**src/rtl/hazard_ctrl.sv**
```systemverilog
// Pipeline hazard controller: drives the stall/clear pins of every pipeline register.
// Sequences the post-reset flush, load-use and branch hazards, memory freeze and mul/div holds.
module hazard_ctrl #(
    parameter int RESET_FLUSH_CYCLES = 4,
    parameter int MULDIV_LATENCY     = 32
) (
    input  logic        clock,
    input  logic        reset_n,
    input  logic [4:0]  rs_d,
    input  logic [4:0]  rt_d,
    input  logic        branch_d,
    input  logic        branch_taken_d,
    input  logic        reg_write_e,
    input  logic        mem_to_reg_e,
    input  logic [4:0]  write_reg_e,
    input  logic        mem_to_reg_m,
    input  logic [4:0]  write_reg_m,
    input  logic        muldiv_start_e,
    input  logic        mem_req_m,
    input  logic        mem_ready_m,
    output logic        stall_f,
    output logic        stall_d,
    output logic        stall_e,
    output logic        stall_m,
    output logic        clear_d,
    output logic        clear_e,
    output logic        clear_m,
    output logic        clear_w,
    output logic        muldiv_done,
    output logic [31:0] stall_count
);

    localparam int CNT_MAX = (RESET_FLUSH_CYCLES > MULDIV_LATENCY) ? RESET_FLUSH_CYCLES : MULDIV_LATENCY;
    localparam int CW      = $clog2(CNT_MAX + 1);

    localparam logic [CW-1:0] CNT_RESET = CW'(RESET_FLUSH_CYCLES);
    localparam logic [CW-1:0] CNT_MD    = CW'(MULDIV_LATENCY - 1);

    localparam logic [1:0] ST_FLUSH = 2'd0;
    localparam logic [1:0] ST_RUN   = 2'd1;
    localparam logic [1:0] ST_MD    = 2'd2;

    logic [1:0]    state_reg, state_next;
    logic [CW-1:0] cnt_reg, cnt_next;
    logic [31:0]   stall_count_reg, stall_count_next;

    logic [4:0] src_d [2];
    logic [1:0] hit_e, hit_m;
    logic       match_e, match_m, freeze, lu, br;

    assign src_d[0] = rs_d;
    assign src_d[1] = rt_d;

    // One comparator per ID source operand against each downstream destination.
    for (genvar gi = 0; gi < 2; gi++) begin : g_src_cmp
        assign hit_e[gi] = (write_reg_e == src_d[gi]);
        assign hit_m[gi] = (write_reg_m == src_d[gi]);
    end

    assign match_e = (write_reg_e != 5'd0) & (|hit_e);
    assign match_m = (write_reg_m != 5'd0) & (|hit_m);
    assign freeze  = mem_req_m & ~mem_ready_m;
    assign lu      = mem_to_reg_e & match_e;
    assign br      = branch_d & ((reg_write_e & match_e) | (mem_to_reg_m & match_m));

    always_comb begin
        state_next  = state_reg;
        cnt_next    = cnt_reg;
        stall_f     = 1'b0;
        stall_d     = 1'b0;
        stall_e     = 1'b0;
        stall_m     = 1'b0;
        clear_d     = 1'b0;
        clear_e     = 1'b0;
        clear_m     = 1'b0;
        clear_w     = 1'b0;
        muldiv_done = 1'b0;
        case (state_reg)
            ST_FLUSH: begin
                stall_f  = 1'b1;
                clear_d  = 1'b1;
                clear_e  = 1'b1;
                clear_m  = 1'b1;
                clear_w  = 1'b1;
                cnt_next = cnt_reg - CW'(1);
                if (cnt_reg == CW'(1)) state_next = ST_RUN;
            end
            ST_RUN: begin
                if (freeze) begin
                    {stall_f, stall_d, stall_e, stall_m} = 4'b1111;
                    clear_w = 1'b1;
                end else if (muldiv_start_e) begin
                    {stall_f, stall_d, stall_e} = 3'b111;
                    clear_m    = 1'b1;
                    cnt_next   = CNT_MD;
                    state_next = ST_MD;
                end else if (lu | br) begin
                    stall_f = 1'b1;
                    stall_d = 1'b1;
                    clear_e = 1'b1;
                end else if (branch_taken_d) begin
                    clear_d = 1'b1;
                end
            end
            ST_MD: begin
                // A memory freeze suspends the mul/div countdown without consuming latency.
                if (freeze) begin
                    {stall_f, stall_d, stall_e, stall_m} = 4'b1111;
                    clear_w = 1'b1;
                end else if (cnt_reg != '0) begin
                    {stall_f, stall_d, stall_e} = 3'b111;
                    clear_m  = 1'b1;
                    cnt_next = cnt_reg - CW'(1);
                end else begin
                    muldiv_done = 1'b1;
                    state_next  = ST_RUN;
                end
            end
            default: begin
                state_next = ST_FLUSH;
                cnt_next   = CNT_RESET;
            end
        endcase
    end

    assign stall_count_next = stall_count_reg + 32'(stall_f & (state_reg != ST_FLUSH));
    assign stall_count      = stall_count_reg;

    always_ff @(posedge clock or negedge reset_n) begin
        if (!reset_n) begin
            state_reg       <= ST_FLUSH;
            cnt_reg         <= CNT_RESET;
            stall_count_reg <= '0;
        end else begin
            state_reg       <= state_next;
            cnt_reg         <= cnt_next;
            stall_count_reg <= stall_count_next;
        end
    end

endmodule

```
**config.mk**
```make
export PLATFORM = sky130hd
export DESIGN_NAME = hazard_ctrl
export DESIGN_NICKNAME = d
export VERILOG_FILES = /design/src/rtl/hazard_ctrl.sv
export SDC_FILE = /design/constraint.sdc
export NUM_CORES = 1
export LEC_CHECK = 0
export CORE_MARGIN = 5
export CORE_UTILIZATION = 49
export CTS_BUF_LIST = sky130_fd_sc_hd__clkbuf_4
export DETAILED_ROUTE_END_ITERATION = 6
export GPL_TIMING_DRIVEN = 0
export PLACE_DENSITY_LB_ADDON = 0.25
export SYNTH_ARGS = -nofsm -noshare
export SYNTH_HDL_FRONTEND = slang
export SYNTH_SLANG_ARGS = --single-unit
```
**constraint.sdc**
```tcl
create_clock -name clock -period 3.4 [get_ports clock]
set_input_delay 0.68 -clock clock [delete_from_list [all_inputs] [get_ports clock]]
set_output_delay 0.68 -clock clock [all_outputs]
set_load 0.01 [all_outputs]
```
==> results of run 1 <==
-- report_power, final --
part           switching [W]  internal [W]  total (W)
sequential         0.0000851      0.000555   0.000640
combinational       0.000401      0.000384   0.000786
clock               0.000153      0.000154   0.000307
-- stage by stage --
stage	hold slack, ns	std cells	utilization	cell area [sq um]
after floorplan	0.384	248	-	2430
after global placement	0.455	385	0.676	3220
after detailed placement	0.465	385	0.675	3210
after CTS	0.448	391	0.692	3290
after global routing	0.483	391	0.693	3300
final	0.432	391	0.693	3300
-- worst max-delay path, delay by kind of cell --
family / cells / cell delay, ns
buf+inv: 2 / 0.74
compound gates: 3 / 0.77
simple gates: 1 / 0.40
-- synth_stat cells (all sizes together), types with 4 or more instances --
cell / count
xnor2: 40
dfrtp: 39
nand2: 23
nor2: 19
nand3: 18
inv: 11
xor2: 10
ha: 9
nor3: 9
o21ai: 8
a21oi: 6
clkbuf: 5
nand4: 5
and2: 4
and3: 4
and4: 4
o21bai: 4
-- metal layers --
metal	routed length, um	share of wire	GRT usage
met4	41	0.0076	0.0405
met5	0	0	0
met2	2710	0.51	0.303
met1	2440	0.46	0.237
met3	169	0.032	0.0314
-- cell type report --
type	count	area [sq um]
fill	397	1460
tap	67	83.8
inverter	11	41.3
sequential	40	1000
multi-input combinational	190	1360
clock inverter	3	42.5
buffer	5	35.0
timing repair buffer	70	697
clock buffer	5	37.5
-- kinds of logic after synthesis --
group / count (synthesis) / share of synthesized area
AND/OR/NAND/NOR: 94 / 0.219
XOR/XNOR: 50 / 0.180
flip-flops: 40 / 0.412
AO/OA/AOI/OAI: 37 / 0.109
buffers and inverters: 18 / 0.0340
adder cells (fa/ha/maj): 9 / 0.0463
-- repair_timing --
item                       CTS  global route
setup endpoints to repair   15            10
setup buffers                0             0
gates resized for setup      7             5
pin swaps                    1             0
hold buffers                 0             0
-- worst max path at each step --
stage                        startpoint                        end  slack, ns  cells after the start
2_1_floorplan  state_reg[0]$_DFFE_PN0P_  stall_count[28]$_DFF_PN0_       0.29                     16
5_1_grt                  write_reg_e[0]  stall_count[28]$_DFF_PN0_      -0.02                     12
3_5_place_dp             write_reg_e[0]  stall_count[28]$_DFF_PN0_      -0.55                     13
3_3_place_gp             write_reg_e[0]  stall_count[28]$_DFF_PN0_      -0.54                     13
6_report                 write_reg_m[1]                    clear_d       0.13                      6
4_1_cts                  write_reg_m[1]                    clear_e       0.03                      6
==> impl_metrics.tcl, run 1 <==
set metrics [dict create \
    mostFrequentLayoutCell "clkdlybuf4s50_1" \
    leakage_nw 1.39 \
    yosysTopAreaCellShare 0.401 \
    synth_flop_cell "dfrtp_1" \
    num_rows 25 \
    drt_wl_total_um 5360 \
    drt_iter0_drc 108 \
    clock_sinks 40 \
    slew_viol_final 0 \
    tritoncts "done" \
    clock.fmax_ghz 0.306 \
    final_layout_size_suffix_gt1_frac 0.0957 \
    fp.dieW_um 80.4 \
    gp_congestion 0.833 \
    wire_per_inst_um 13.7 \
    required_ns 2.72 \
    start_util 0.511 \
    insertion_delay_ns 0.34 \
    cpMaxStageDelayCell "clkdlybuf4s50_1" \
    h-tree-depth 2 \
    timing.rr.start "state_reg[0]$_DFFE_PN0P_" \
    synth_area_sq_mm 0.00243 \
    regToRegSetupSlack_ns 0.23 \
    postSynth.asyncResetShare 1.00 \
    setup_viol 0 \
    power_density_mw_per_mm2 526 \
    layout_common_cells "clkdlybuf4s50_1 (64), xnor2_1 (40), dfrtp_1 (39)" \
    core_area_sq_mm 0.00475 \
    final_nets 362 \
    cp.arrival_ns 2.59 \
    place_hpwl_um 4260 \
    overflow 0 \
    hold_class "in -> async" \
    numCtsBuffers 5 \
    port_buffers 70 \
    startpoint_type "input pin" \
    dp_slack_ns -0.554 \
    setup_slack_ns 0.132 \
    yosys.area.top_type "dfrtp_1" \
    cts.clk_slew.worst_paths_ns 0.12 \
    diodes 0 \
    cts.root.buffer_cell "clkbuf_4" \
    end_kind "primary output" \
    grt_pass1_wl_um 9120 \
    yosysSeqAreaShare 0.412 \
    synth-warning-count 0 \
    vias_per_cell 5.13 \
    antenna_found_initial 0 \
    reg2reg_depth 14 \
    relSlewSlack 0.427 \
    ys_ff_latch 40 \
    maxCapViolations 0 \
    syn-instance-count 248 \
    cp_cell_sequence "clkdlybuf4s50_1 > or3_1 > o311a_1 > a22oi_2 > a41o_1 > dlygate4sd2_1" \
    die-height_um 80.4 \
    syn_to_final_growth_pct 35.6 \
    crit_type "in -> out" \
    cp_slowest_stage_delay_ns 0.48 \
    finalHoldViolations 0 \
    rsz0062_at_grt "yes" \
    clockBufferDepth 2 \
    status "finished, final reports clean" \
    min_period_ns 3.27 \
    grtUsageTotal 0.179 \
    firstDrtPassIters 4 \
    finalClockSkew_ns 0.00940 \
    total_power_w 0.00173 \
    via_count 2005 \
    drc 0 \
    syn_avg_cell_area_sq_um 9.80 \
    worst_slew_pin_slew_ns 0.859 \
    synthTopCellsByArea "dfrtp_1 (40%), xnor2_1 (14%), ha_1 (4.6%), xor2_1 (3.6%), nand2_1 (3.6%)" \
    io_pins 71 \
    ir_drop_mv 0.409 \
    fin_crit_sh 0.961 \
    synth_nets 287 \
    largest_register_ffs 32 \
    grt_pass1_vias 1987 \
    antenna_left 0 \
    synth_edf_count 0 \
    grt_max_degree 41 \
    die-area_sq_mm 0.00647 \
    tns_ns 0 \
    rr_endpoint "stall_count[28]$_DFF_PN0_" \
    worstPathMaxFanout 5 \
    synth_cell_types 48 \
]
Power figures use the tool's default switching activity.
==> inputs of run 2 (changes only) <==
CTS_BUF_LIST = sky130_fd_sc_hd__clkbuf_4 sky130_fd_sc_hd__clkbuf_8   (was sky130_fd_sc_hd__clkbuf_4)
HOLD_SLACK_MARGIN = 0.02   (was unset)
==> run 2 against run 1 <==
  * Via count up 3.2%
  * Wire length up 2.5%
  * Global-route usage hardly changed
  * Non-clock buffer count stayed put
  * Design area rose by 1.9%
  * Worst hold slack improved by 0.038 ns
  * Clock skew shrank 0.0014 ns
  * Sequential share of layout area shrank 0.58 points
  * Critical endpoint unchanged
  * Largest power group unchanged
==> impl_metrics.tcl, run 2 (synthesis results as in run 1) <==
set metrics [dict create \
    wl_met1_um 2420 \
    min_period_ns 3.29 \
    placed_area_sq_mm 0.00321 \
    p_comb_frac 0.432 \
    worst_hold_path.endpoint "stall_count[31]$_DFF_PN0_" \
    final_layout_size_suffix_gt1_frac 0.108 \
    drc 0 \
    leakage_nw 1.41 \
    h-tree-depth 2 \
    hold_class "reg -> reg" \
    setup_viol 0 \
    fp.dieW_um 80.4 \
    wl_met2_um 2760 \
    diodes 0 \
    dp_slack_ns -0.554 \
    slew_viol_final 0 \
    met3_length_um 276 \
    vias_per_cell 5.29 \
    postCtsHoldBufs 0 \
    place_hpwl_um 4260 \
    tritoncts "done" \
    overflow 0 \
    top_layer "met4" \
    hold_path_startpoint "stall_count[31]$_DFF_PN0_" \
    layout_common_cells "clkdlybuf4s50_1 (64), xnor2_1 (40), dfrtp_1 (39)" \
    insertion_delay_ns 0.29 \
    wire_per_inst_um 14.1 \
    power_frac_clock 0.219 \
    power_density_mw_per_mm2 550 \
    relSlewSlack 0.431 \
    drt_wl_total_um 5500 \
    die-height_um 80.4 \
    numCtsBuffers 5 \
    reg2reg_depth 15 \
    finalClockSkew_ns 0.00798 \
    worst_slew_pin_slew_ns 0.854 \
    postCtsSetupRepairBufs 0 \
    setup_slack_ns 0.107 \
    cts.clk_slew.worst_paths_ns 0.08 \
    p_switching_w 0.000661 \
    gp_congestion 0.833 \
    tns_ns 0 \
    num_rows 25 \
    firstDrtPassIters 4 \
    finalHoldViolations 0 \
    die-area_sq_mm 0.00647 \
    antenna_found_initial 0 \
    dp_cells 385 \
    start_util 0.511 \
    core_area_sq_mm 0.00475 \
    final_cells 391 \
    clockBufferDepth 2 \
    syn_to_final_growth_pct 38.2 \
    clock.fmax_ghz 0.304 \
    antenna_left 0 \
    final_nets 362 \
    clock_sinks 40 \
    drt_iter0_drc 113 \
    grtUsageTotal 0.179 \
    end_kind "primary output" \
    netSwitchingFraction 0.357 \
    cell_internal_pwr_w 0.00119 \
    largest_register_ffs 32 \
    pwr-share-seq 0.349 \
    worstPathMaxFanout 5 \
    ir_drop_mv 0.447 \
    status "finished, final reports clean" \
    mostFrequentLayoutCell "clkdlybuf4s50_1" \
    maxCapViolations 0 \
    cp.arrival_ns 2.61 \
    regToRegSetupSlack_ns 0.24 \
    crit_type "in -> out" \
    via_count 2070 \
    timing.rr.start "state_reg[0]$_DFFE_PN0P_" \
    required_ns 2.72 \
    cts.root.buffer_cell "clkbuf_8" \
    grt_pass1_wl_um 9180 \
    whs_path_depth 1 \
    port_buffers 70 \
    grt_pass1_vias 2006 \
    final_area_sq_mm 0.00336 \
    grt_max_degree 41 \
    rr_endpoint "stall_count[27]$_DFF_PN0_" \
    startpoint_type "input pin" \
    fin_crit_sh 0.969 \
    io_pins 71 \
]
==> run 2: worst max-delay path: stages <==
cell	delay [ns]
clkdlybuf4s50_1	0.48
or3_1	0.40
o311a_1	0.31
a22oi_2	0.27
a41o_1	0.22
dlygate4sd2_1	0.26
==> run 2: what timing repair did <==
action,CTS,global route
resized for setup,8,8
setup endpoints to repair,15,10
pin swaps,1,1
cloned,0,0
==> run 2: routing by layer <==
metal  up-vias  GRT usage
li1       1013          -
met1       991      0.239
met2        61      0.302
met3         5     0.0348
met4         0     0.0355
met5         -          0
==> run 2: layout make-up <==
cell class,count,area [sq um]
Clock inverter,2,38.8
Tap cell,67,83.8
Clock buffer,6,82.6
Multi-Input combinational cell,190,1380
Inverter,11,41.3
Fill cell,388,1400
Buffer,5,35.0
Timing Repair Buffer,70,697
Sequential cell,40,1000
==> run 2: worst max-delay path by stage <==
stage / to / startpoint / slack (ns) / cells after the start
4_1_cts: clear_e / write_reg_m[1] / 0.03 / 6
6_report: clear_d / write_reg_m[1] / 0.11 / 6
3_3_place_gp: stall_count[28]$_DFF_PN0_ / write_reg_e[0] / -0.54 / 13
2_1_floorplan: stall_count[28]$_DFF_PN0_ / state_reg[0]$_DFFE_PN0P_ / 0.29 / 16
5_1_grt: stall_count[27]$_DFF_PN0_ / write_reg_e[0] / -0.007 / 13
3_5_place_dp: stall_count[28]$_DFF_PN0_ / write_reg_e[0] / -0.55 / 13
==> run 2: power groups by stage <==
| stage | sequential, W | combinational [W] | clock [W] |
|---|---|---|---|
| 6_report | 0.000645 | 0.000799 | 0.000405 |
| 4_1_cts | 0.000641 | 0.000788 | 0.000414 |
| 5_1_grt | 0.000659 | 0.000891 | 0.000438 |
| 3_3_place_gp | 0.000646 | 0.000773 | 0 |
| 2_1_floorplan | 0.000644 | 0.000454 | 0 |
| 3_5_place_dp | 0.000649 | 0.000793 | 0 |
==> run 2: per-stage QoR <==
stage | power (W) | hold slack, ns | util
floorplan | 0.00110 | 0.384 | -
global placement | 0.00142 | 0.455 | 0.676
detailed placement | 0.00144 | 0.465 | 0.675
CTS | 0.00184 | 0.480 | 0.701
global route | 0.00199 | 0.507 | 0.707
finish | 0.00185 | 0.470 | 0.707
==> inputs of run 3 (changes only) <==
PLACE_DENSITY = 0.86   (was unset)
PLACE_DENSITY_LB_ADDON = unset   (was 0.25)
==> run 3 against run 2 <==
  * Worst hold slack better by 0.0022 ns
  * Worst setup slack got worse by 0.041 ns
  * Combinational power increased by 3%
  * First-iteration DRC count fell by 12%
  * Fmax decreased by 1.2%
  * Wire length up 5.1%
  * Clock-buffer cell count stayed put
  * Clock power down 26%
  * Register-to-register slack better by 0.05 ns
  * Utilization down 0.079 points
  * Clock skew about the same
  * Via count increased by 0.72%
==> impl_metrics.tcl, run 3 (synthesis results as in run 1) <==
set metrics [dict create \
    required_ns 2.72 \
    n_fill_cell 366 \
    mostFrequentLayoutCell "clkdlybuf4s50_1" \
    tns_ns 0 \
    relSlewSlack 0.439 \
    status "finished, final reports clean" \
    ir_drop_mv 0.371 \
    dp_slack_ns -0.460 \
    via_count 2085 \
    grt_max_degree 41 \
    setup_viol 0 \
    crit_type "in -> out" \
    start_util 0.511 \
    multi_input_area_sq_mm 0.00138 \
    core_area_sq_mm 0.00475 \
    grt_pass1_wl_um 9800 \
    final_area_sq_mm 0.00336 \
    die-height_um 80.4 \
    cpLargestDelayFamily "buffers and inverters" \
    hold_class "reg -> reg" \
    insertion_delay_ns 0.29 \
    clock_sinks 40 \
    final_layout_size_suffix_gt1_frac 0.110 \
    gp_congestion 0.807 \
    finalHoldViolations 0 \
    maxCapViolations 0 \
    cp_cell_sequence "clkdlybuf4s50_1 > or3_1 > o311a_1 > a22oi_2 > buf_4 > a41o_1 > dlygate4sd2_1" \
    finalClockSkew_ns 0.00785 \
    syn_to_final_growth_pct 38.0 \
    grt_pass1_vias 2098 \
    grtUsageTotal 0.192 \
    num_rows 25 \
    holdWs_ns 0.472 \
    vias_per_cell 5.29 \
    layout_common_cells "clkdlybuf4s50_1 (65), xnor2_1 (40), dfrtp_1 (39)" \
    wire_per_inst_um 14.7 \
    cts.root.buffer_cell "clkbuf_8" \
    antenna_found_initial 0 \
    drt_wl_total_um 5780 \
    postCtsHoldBufs 0 \
    cpMaxStageDelayCell "clkdlybuf4s50_1" \
    port_buffers 70 \
    placed_area_sq_mm 0.00321 \
    clockBufferDepth 2 \
    power_density_mw_per_mm2 525 \
    setup_slack_ns 0.0664 \
    path_buf_inv 3 \
    worstPathMaxFanout 4 \
    cp_slowest_stage_delay_ns 0.47 \
    overflow 0 \
    tritoncts "done" \
    worst_slew_pin_slew_ns 0.841 \
    antenna_left 0 \
    numCtsBuffers 5 \
    drc 0 \
    drt_iter0_drc 99 \
    startpoint_type "input pin" \
    slew_viol_final 0 \
    leakage_nw 1.41 \
    io_pins 71 \
    diodes 0 \
    place_hpwl_um 4390 \
    fp.dieW_um 80.4 \
    min_period_ns 3.33 \
    h-tree-depth 2 \
    clock.fmax_ghz 0.300 \
    fin_crit_sh 0.980 \
    end_kind "primary output" \
    final_nets 366 \
    largest_register_ffs 32 \
    total_power_w 0.00176 \
    firstDrtPassIters 4 \
    die-area_sq_mm 0.00647 \
    cp.arrival_ns 2.65 \
    regArea_sq_mm 0.00100 \
    cts.clk_slew.worst_paths_ns 0.06 \
]
[run 3: layout make-up]
cell class,instances,area share
flip-flops and latches,40,0.299
inverters,11,0.0123
clock buffers,6,0.0227
well taps,67,0.0250
repair buffers,74,0.217
plain buffers,5,0.0104
clock inverters,1,0.00149
multi-input cells,190,0.412
[run 3: repair_timing]
action | in CTS | in global routing
endpoints found under the setup margin | 13 | 15
resized for setup | 5 | 9
buffers inserted | 2 | 2
pin swaps | 1 | 2
[run 3: final timing paths]
kind,cells past startpoint,to,start,slack (ns)
worst min register to register,1,stall_count[31]$_DFF_PN0_,stall_count[31]$_DFF_PN0_,0.47
worst max-delay path,7,clear_d,write_reg_m[1],0.07
max in group asynchronous,1,stall_count[2]$_DFF_PN0_,reset_n,2.38
min in group asynchronous,1,stall_count[28]$_DFF_PN0_,reset_n,0.49
worst min-delay path,1,stall_count[31]$_DFF_PN0_,stall_count[31]$_DFF_PN0_,0.47
worst max register to register,14,stall_count[31]$_DFF_PN0_,state_reg[1]$_DFFE_PN0P_,0.29
[run 3: report_power, final]
group | switching [W] | internal (W) | leakage (nW)
clock network | 0.000150 | 0.000147 | 0.0445
logic | 0.000415 | 0.000404 | 0.845
registers | 0.0000902 | 0.000556 | 0.518
[run 3: metrics by stage]
step           cells   util
2_1_floorplan    248      -
3_3_place_gp     385  0.676
3_5_place_dp     385  0.675
4_1_cts          392  0.696
5_1_grt          394  0.706
6_report         394  0.706
[run 3: per-layer routing]
metal,vias to the layer above,GRT usage,part of all wire
li1,1019,-,-
met1,1024,0.247,0.43
met2,36,0.329,0.53
met3,6,0.0404,0.027
met4,0,0.0490,0.011
met5,-,0,0
